`src/rtl/adder_chunk_serial_pkg.sv`:
```
// Shared types and sizing helpers for the chunk-serial ripple-carry adder.
package adder_chunk_serial_pkg;

    typedef enum logic [1:0] {
        IDLE = 2'd0,
        CALC = 2'd1,
        DONE = 2'd2
    } state_e;

    function automatic int nchunks(input int width, input int chunk);
        return width / chunk;
    endfunction

    // An index register needs at least one bit, even when NCHUNKS is 1.
    function automatic int idx_width(input int n);
        return (n <= 1) ? 1 : $clog2(n);
    endfunction

endpackage

```
`src/rtl/adder_chunk_serial_chunk.sv`:
```
// Combinational CHUNK-bit ripple-carry slice built from gate-level full adders.
module adder_ripple_carry_chunk #(
    parameter int CHUNK = 4
) (
    input  logic [CHUNK-1:0] in0,
    input  logic [CHUNK-1:0] in1,
    input  logic             cin,
    output logic [CHUNK-1:0] sum,
    output logic             cout
);

    logic [CHUNK:0] carry;

    assign carry[0] = cin;

    for (genvar i = 0; i < CHUNK; i++) begin : g_fa
        logic prop;
        assign prop       = in0[i] ^ in1[i];
        assign sum[i]     = prop ^ carry[i];
        assign carry[i+1] = (in0[i] & in1[i]) | (prop & carry[i]);
    end

    assign cout = carry[CHUNK];

endmodule

```
`src/rtl/adder_chunk_serial.sv`:
```
// Multi-cycle adder: WIDTH-bit operands summed CHUNK bits per clock with a registered carry.
// Optional subtract mode under ADDER_CHUNK_SERIAL_SUB_EN (adds a 'sub' input).
//
// state | meaning
// IDLE  | ready for operands
// CALC  | one chunk summed per cycle, low chunk first
// DONE  | result presented until the consumer takes it
module adder_chunk_serial
    import adder_chunk_serial_pkg::*;
#(
    parameter int WIDTH = 16,
    parameter int CHUNK = 4
) (
    input  logic             clk,
    input  logic             reset,
    input  logic             istream_val,
    output logic             istream_rdy,
    input  logic [WIDTH-1:0] in0,
    input  logic [WIDTH-1:0] in1,
    input  logic             cin,
`ifdef ADDER_CHUNK_SERIAL_SUB_EN
    input  logic             sub,
`endif
    output logic             ostream_val,
    input  logic             ostream_rdy,
    output logic [WIDTH-1:0] sum,
    output logic             cout
);

    localparam int NCHUNKS = nchunks(WIDTH, CHUNK);
    localparam int IDXW    = idx_width(NCHUNKS);
    localparam logic [IDXW-1:0] LAST_IDX = IDXW'(NCHUNKS - 1);

    state_e           state_q, state_d;
    logic [WIDTH-1:0] a_q, a_d;
    logic [WIDTH-1:0] b_q, b_d;
    logic [WIDTH-1:0] sum_q, sum_d;
    logic             cout_q, cout_d;
    logic             carry_q, carry_d;
    logic [IDXW-1:0]  idx_q, idx_d;

    logic [CHUNK-1:0] chunk_a;
    logic [CHUNK-1:0] chunk_b;
    logic [CHUNK-1:0] chunk_sum;
    logic             chunk_cout;

    assign chunk_a = a_q[int'(idx_q)*CHUNK +: CHUNK];
    assign chunk_b = b_q[int'(idx_q)*CHUNK +: CHUNK];

    adder_ripple_carry_chunk #(
        .CHUNK (CHUNK)
    ) u_chunk (
        .in0  (chunk_a),
        .in1  (chunk_b),
        .cin  (carry_q),
        .sum  (chunk_sum),
        .cout (chunk_cout)
    );

    always_comb begin
        state_d = state_q;
        a_d     = a_q;
        b_d     = b_q;
        sum_d   = sum_q;
        cout_d  = cout_q;
        carry_d = carry_q;
        idx_d   = idx_q;

        case (state_q)
            IDLE: begin
                if (istream_val) begin
                    a_d     = in0;
`ifdef ADDER_CHUNK_SERIAL_SUB_EN
                    // Subtraction reuses the adder: a + ~b + ~cin == a - b - cin.
                    b_d     = sub ? ~in1 : in1;
                    carry_d = sub ? ~cin : cin;
`else
                    b_d     = in1;
                    carry_d = cin;
`endif
                    idx_d   = '0;
                    sum_d   = '0;
                    state_d = CALC;
                end
            end
            CALC: begin
                sum_d[int'(idx_q)*CHUNK +: CHUNK] = chunk_sum;
                carry_d = chunk_cout;
                if (idx_q == LAST_IDX) begin
                    cout_d  = chunk_cout;
                    idx_d   = '0;
                    state_d = DONE;
                end else begin
                    idx_d = idx_q + IDXW'(1);
                end
            end
            DONE: begin
                if (ostream_rdy) begin
                    state_d = IDLE;
                end
            end
            default: state_d = IDLE;
        endcase
    end

    always_ff @(posedge clk) begin
        if (reset) begin
            state_q <= IDLE;
            a_q     <= '0;
            b_q     <= '0;
            sum_q   <= '0;
            cout_q  <= 1'b0;
            carry_q <= 1'b0;
            idx_q   <= '0;
        end else begin
            state_q <= state_d;
            a_q     <= a_d;
            b_q     <= b_d;
            sum_q   <= sum_d;
            cout_q  <= cout_d;
            carry_q <= carry_d;
            idx_q   <= idx_d;
        end
    end

    assign istream_rdy = (state_q == IDLE);
    assign ostream_val = (state_q == DONE);
    assign sum         = sum_q;
    assign cout        = cout_q;

endmodule

```
`config.mk`:
```
export PLATFORM = sky130hd
export DESIGN_NAME = adder_chunk_serial
export DESIGN_NICKNAME = d
export VERILOG_FILES = /design/src/rtl/adder_chunk_serial_pkg.sv /design/src/rtl/adder_chunk_serial_chunk.sv /design/src/rtl/adder_chunk_serial.sv
export SDC_FILE = /design/constraint.sdc
export NUM_CORES = 1
export LEC_CHECK = 0
export CORE_MARGIN = 1.5
export CORE_UTILIZATION = 40
export DETAILED_ROUTE_END_ITERATION = 10
export PLACE_DENSITY_LB_ADDON = 0.3
export SYNTH_ARGS = -nofsm -noshare
export SYNTH_HDL_FRONTEND = slang
export SYNTH_HIERARCHICAL = 1
export SYNTH_SLANG_ARGS = --single-unit
```
`constraint.sdc`:
```
create_clock -name clk -period 3.7 [get_ports clk]
set_clock_uncertainty 0.1 [all_clocks]
set_input_delay 1.11 -clock clk [delete_from_list [all_inputs] [get_ports clk]]
set_output_delay 1.11 -clock clk [all_outputs]
set_load 0.03 [all_outputs]
```
Word-level counts from Yosys, hierarchy flattened
Index checks and enable logic that the tools add are counted.

word-level totals
  logic and storage cells = 57
  input bits = 37
  register bits after elaboration = 54
  output and inout port bits = 19

operators by class
  shifts and indexed selects = 4
  multiplexer cells = 12
  bitwise operators = 20
  $add $sub $neg = 2
  eq/ne operators = 6
  reductions and logical operators = 6

operator list
  kind                                                   number
  negation 4 -> 33 bit                                   1
  variable shift 4 x 33 -> 16 bit, first input constant  1
  variable part select 4 x 33 -> 16 bit                  1
  case mux 16 bit (2 select lines)                       1
  variable part select 16 x 5 -> 4 bit                   2
  bitwise mux 16 bit                                     1
  two-way mux 16 bit                                     1
  two-way mux 2 bit                                      5
  bitwise AND 1 bit                                      8
  XOR 1 bit                                              8
  case mux 2 bit (3 select lines)                        1
  AND reduction 2 bit                                    3
  equality test 2 bit, second input constant             2
  != test 2 bit, second input constant                   2
  bitwise OR 1 bit                                       4
  case mux 2 bit (2 select lines)                        1
  AND reduction 3 bit                                    1
  adder 2 x 1 -> 2 bit, second input constant            1
  equality test 2 x 1 -> 1 bit, second input constant    1
  logical NOT 2 bit                                      1
  != test 2 x 1 -> 1 bit, second input constant          1
  case mux 1 bit (2 select lines)                        1
  nonzero test 2 bit                                     1
  two-way mux 1 bit                                      1

Logic depth before layout (Yosys ltp)
Gate-level depths: netlist of the first run.

  word-level depth = 12
  depth in mapped cells = 13
  gate-level depth less buffers = 12

By module
The synthesis of the first run kept the hierarchy.

modules (own cells, without submodules)
  module                    cells an instance  area each (um2)  instances
  adder_chunk_serial        246                2301.0           1
  adder_ripple_carry_chunk  14                 117.6            1

Worst setup path before layout of the first run
OpenSTA, ideal clock, no wires.

  path type = register to register
  start = register idx_q[0]
  end = register sum_q[3] (netlist: sum[3])
  setup slack = 392 ps
  data required time = 3530 ps
  arrival time = 3138 ps
  stages on the path, launching flop included = 14
  setup time = 70 ps
  buffers on the path = 1
  cells stage by stage = dfxtp_1 > buf_2 > mux4_2 > inv_1 > fa_1 > inv_1 > fa_1 > fa_1 > inv_1 > fa_1 > inv_1 > nor2b_1 > inv_1 > o2bb2ai_1

on the way
  cells in the longest elaborated chain, start to end = 12

RTL lines
  what                                       line                            RTL
  from (decl)                                adder_chunk_serial.sv:40        logic [IDXW-1:0] idx_q, idx_d;
  from (signal assigned)                     adder_chunk_serial.sv:122       idx_q <= idx_d;
  variable part select 16 x 5 -> 4 bit (*)   adder_chunk_serial.sv:47        assign chunk_a = a_q[int'(idx_q)*CHUNK +: CHUNK];
  via chunk_a[0]                             adder_chunk_serial.sv:42        logic [CHUNK-1:0] chunk_a;
  XOR 1 bit                                  adder_chunk_serial_chunk.sv:18  assign prop = in0[i] ^ in1[i];
  bitwise AND 1 bit                          adder_chunk_serial_chunk.sv:20  assign carry[i+1] = (in0[i] & in1[i]) | (prop & carry[i]);
  bitwise OR 1 bit (*)                       adder_chunk_serial_chunk.sv:20
  bitwise AND 1 bit (*)                      adder_chunk_serial_chunk.sv:20
  bitwise OR 1 bit (*)                       adder_chunk_serial_chunk.sv:20
  bitwise AND 1 bit (*)                      adder_chunk_serial_chunk.sv:20
  bitwise OR 1 bit (*)                       adder_chunk_serial_chunk.sv:20
  XOR 1 bit (*)                              adder_chunk_serial_chunk.sv:19  assign sum[i] = prop ^ carry[i];
  via chunk_sum[3]                           adder_chunk_serial.sv:44        logic [CHUNK-1:0] chunk_sum;
  variable part select 4 x 33 -> 16 bit (*)  adder_chunk_serial.sv:87        sum_d[int'(idx_q)*CHUNK +: CHUNK] = chunk_sum;
  bitwise mux 16 bit (*)                     adder_chunk_serial.sv:87
  case mux 16 bit (2 select lines) (*)       adder_chunk_serial.sv:69        case (state_q)
  to (signal assigned)                       adder_chunk_serial.sv:119       sum_q <= sum_d;
  to (decl)                                  adder_chunk_serial.sv:37        logic [WIDTH-1:0] sum_q, sum_d;

The timed path passes the listed nets; every way through them passes the cells marked *.
A chain may end at the register's enable or synchronous reset.

Final worst setup path of the first run
  start = register idx_q[1]
  end = register sum_q[3] (netlist: sum[3])

on the way
  cells in the longest elaborated chain, start to end = 12

RTL lines
  what                                       line                            RTL
  variable part select 16 x 5 -> 4 bit (*)   adder_chunk_serial.sv:48        assign chunk_b = b_q[int'(idx_q)*CHUNK +: CHUNK];
  via chunk_b[0]                             adder_chunk_serial.sv:43        logic [CHUNK-1:0] chunk_b;
  XOR 1 bit                                  adder_chunk_serial_chunk.sv:18
  bitwise AND 1 bit                          adder_chunk_serial_chunk.sv:20
  bitwise OR 1 bit (*)                       adder_chunk_serial_chunk.sv:20
  bitwise AND 1 bit (*)                      adder_chunk_serial_chunk.sv:20
  bitwise OR 1 bit (*)                       adder_chunk_serial_chunk.sv:20
  bitwise AND 1 bit (*)                      adder_chunk_serial_chunk.sv:20
  bitwise OR 1 bit (*)                       adder_chunk_serial_chunk.sv:20
  XOR 1 bit (*)                              adder_chunk_serial_chunk.sv:19
  via chunk_sum[3]                           adder_chunk_serial.sv:44
  variable part select 4 x 33 -> 16 bit (*)  adder_chunk_serial.sv:87
  bitwise mux 16 bit (*)                     adder_chunk_serial.sv:87
  case mux 16 bit (2 select lines) (*)       adder_chunk_serial.sv:69

Marks and branches as above.

==> results.cfg, run 1 <==
[route]
detailedRoute.firstPassIterationCount = 4
wl_met1_mm = 2.36
topRoutingLayerUsed = met4
met2WireLength_mm = 2.40
antenna_left = 0
total_number_of_vias = 1934
drt-total-wl_mm = 5.07
drcViolationCount = 0
wl_met3_um = 204
route.detailed.wl_per_inst_um = 13.0
number_of_drc_violations_after_detailed_routing_iteration_0 = 68
vias_per_cell = 4.97

[power_and_ir_drop]
p_per_area_nw_per_um2 = 403
power.static_leakage_nw = 1.19
ir_worst_vdd_uv = 221

[synth]
yosys_register_bits = 54
yosysSeqAreaShare_pct = 44.7
synth.lib_cells_used.distinct = 33
share_of_synthesized_registers_carrying_an_async_set_or_reset_pct = 0
synth.yosys.warnings = 6
syn-cell-area_um2 = 2420
synth_enable_flop_cells = 0
ys_top_cells_by_area = sky130_fd_sc_hd__dfxtp_1, sky130_fd_sc_hd__nand2_1, sky130_fd_sc_hd__a21oi_1, sky130_fd_sc_hd__mux4_2, sky130_fd_sc_hd__a22o_1
syn_nets = 307
synthDominantAreaCellType = sky130_fd_sc_hd__dfxtp_1
synth_area_per_cell_um2 = 9.30
syn-instance-count = 260
synth_largest_type_area_fraction_pct = 44.7
ys_dominant_reg_cell = sky130_fd_sc_hd__dfxtp_1

[final_layout]
drive_above_1_share_pct = 9.24
layout.nets = 360
antenna-diode-count = 0
syn_to_final_growth_pct = 30.9
most-common-layout-cells = sky130_fd_sc_hd__nand2_1, sky130_fd_sc_hd__clkdlybuf4s50_1, sky130_fd_sc_hd__dfxtp_1
layout.cells.most_common = sky130_fd_sc_hd__nand2_1

[placed_design]
port-buffer-count = 55
hpwl_dp_mm = 3.78
gpl.final_weighted_congestion = 0.782
detailedPlace.worstSlack_ns = 0.430

[timing]
grt_setup_unrepaired = false
tns_ns = 0
setup_viol = 0
worst_slew_margin_rel_pct = 31.0
worst_slack_ns = 0.436
finalMaxSlewViolations = 0
period_share_pct = 88.2
finalHoldViolations = 0
achievable_clock_frequency_mhz = 306
period_minus_slack_ns = 3.26
worst-slew-pin-transition_ns = 1.04

[cts]
cts-root-to-sink-buffers = 2
postCtsSetupBuffers = 0
cts.clk_slew.worst_paths_ns = 0.10
clk_latency_ns = 0.31
maximum_level_of_the_cts_h_tree = 2
cts_root_buf = sky130_fd_sc_hd__clkbuf_8
cts_sinks = 54
cts_hold_repair.buffers = 0
cts_inserted_buffers = 5
cts_repair_resize_count = 0
tritoncts = built

[global_route]
antenna_violations_before_repair = 0
number_of_global_route_vias_before_repair = 1854
total_congestion_overflow_after_global_routing = 0
grt_max_degree = 33
grt.total_usage_pct = 16.7
grt_first_pass_wirelength_mm = 8.34

[floorplan]
num_rows = 28
die_w_um = 80.8
floorplan.die.height_um = 80.8
core_area_um2 = 5890
fp.dieArea_um2 = 6520
num_io_pins = 56
initial_utilization_pct = 41.1

[flow_run]
max-cap-violations = 0

[critical_path]
path_common_cell = sky130_fd_sc_hd__inv_1
critical_path.startpoint_type = register
critical_path.max_stage_delay_ns = 0.67
timing.critical_path.to_type = register
critPathLaunch = idx_q[1]
setup.worst_path.class = register to register
worst_r2r_startpoint = idx_q[1]
data_arrival_at_the_endpoint_of_the_critical_path_ns = 3.40
req_time_crit_path_ns = 3.84
worstPathMaxFanout = 13
critical_path_buf_inv_count = 5
timing.critical_path.slowest_stage_cell = sky130_fd_sc_hd__dfxtp_1
ordered_list_of_cells_on_the_worst_path = mux4_2 -> inv_1 -> fa_1 -> inv_1 -> fa_1 -> fa_1 -> inv_1 -> fa_1 -> inv_1 -> nor2b_1 -> inv_1 -> o2bb2ai_1
critical-path-top-delay-family = adder cells

[worst_hold_path]
holdCritPathClass = register to register
hold_path_startpoint = b_q[2]

[status]
run_status = complete, no violations
-- cell usage after synthesis, types with 4 or more instances --
cell type                   count
sky130_fd_sc_hd__o2bb2ai_1      4
sky130_fd_sc_hd__a22o_1        11
sky130_fd_sc_hd__buf_2          7
sky130_fd_sc_hd__nand2_1       66
sky130_fd_sc_hd__inv_1         18
sky130_fd_sc_hd__fa_1           4
sky130_fd_sc_hd__dfxtp_1       54
sky130_fd_sc_hd__nor2b_1        7
sky130_fd_sc_hd__ha_1           6
sky130_fd_sc_hd__nor2_1         5
sky130_fd_sc_hd__a21oi_1       36
sky130_fd_sc_hd__mux4_2         8
-- final timing paths --
| check | cells past startpoint | slack (ns) | endpoint |
|---|---|---|---|
| setup reg to reg | 12 | 0.44 | sum[3] |
| hold / removal | 2 | 0.36 | b_q[2] |
| setup / recovery | 12 | 0.44 | sum[3] |
| hold reg to reg | 2 | 0.36 | b_q[2] |
-- cell type report --
type                    count  area (um2)
clock inverters             2        60.1
multi-input cells         172        1180
flip-flops and latches     54        1080
clock buffers               6        82.6
well taps                  75        93.8
fillers                   571        2720
repair buffers             61         596
inverters                  19        71.3
-- power breakdown --
part	total [mW]	switching, mW	internal (mW)
logic	0.176	0.0850	0.0907
clock network	0.476	0.188	0.288
registers	0.624	0.0186	0.606
-- sequential cells by signal, summed over array words and instances (netlist names) --
register and cells:
state_q 2, carry_q 1, idx_q 2, cout 1, sum 16, b_q 16, a_q 16
-- cells by family after synthesis --
group	Yosys count	synth area share, %
buf+inv	34	6.72
simple gates	90	16.8
mux	13	9.73
fa+ha+maj	10	6.41
flops	54	44.7
compound gates	59	15.6
-- through the flow --
| stage | cells | hold WS, ns | area (um2) | util (%) | power [mW] |
|---|---|---|---|---|---|
| finish | 389 | 0.360 | 3170 | 53.8 | 1.28 |
| global route | 389 | 0.382 | 3170 | 53.8 | 1.33 |
| global placement | 381 | 0.342 | 3020 | 51.4 | 0.810 |
| floorplan | 260 | 0.333 | 2420 | - | 0.744 |
| CTS | 389 | 0.361 | 3170 | 53.8 | 1.29 |
| detailed placement | 381 | 0.347 | 3020 | 51.4 | 0.814 |
-- worst min-delay path, stage by stage, from the launching register on --
cell,delay (ns)
sky130_fd_sc_hd__dfxtp_1,0.32
sky130_fd_sc_hd__nand2_1,0.05
sky130_fd_sc_hd__a21oi_1,0.05
-- metal layers --
metal,track usage [%],vias to the layer above
met1,20.7,899
met5,0,-
met4,7.07,0
met3,4.27,10
met2,27.7,48
li1,-,977
(Power assumes the default switching activity.)
==> run 2, diff against run 1 <==
--- a/config.mk
+++ b/config.mk
@@ -7,6 +7,7 @@
 export LEC_CHECK = 0
 export CORE_MARGIN = 1.5
 export CORE_UTILIZATION = 40
+export CTS_CLUSTER_SIZE = 12
 export DETAILED_ROUTE_END_ITERATION = 10
 export PLACE_DENSITY_LB_ADDON = 0.3
 export SYNTH_ARGS = -nofsm -noshare
==> results of run 2 <==
Same layout as run 1: the final DEF is identical, and so are final timing and power.
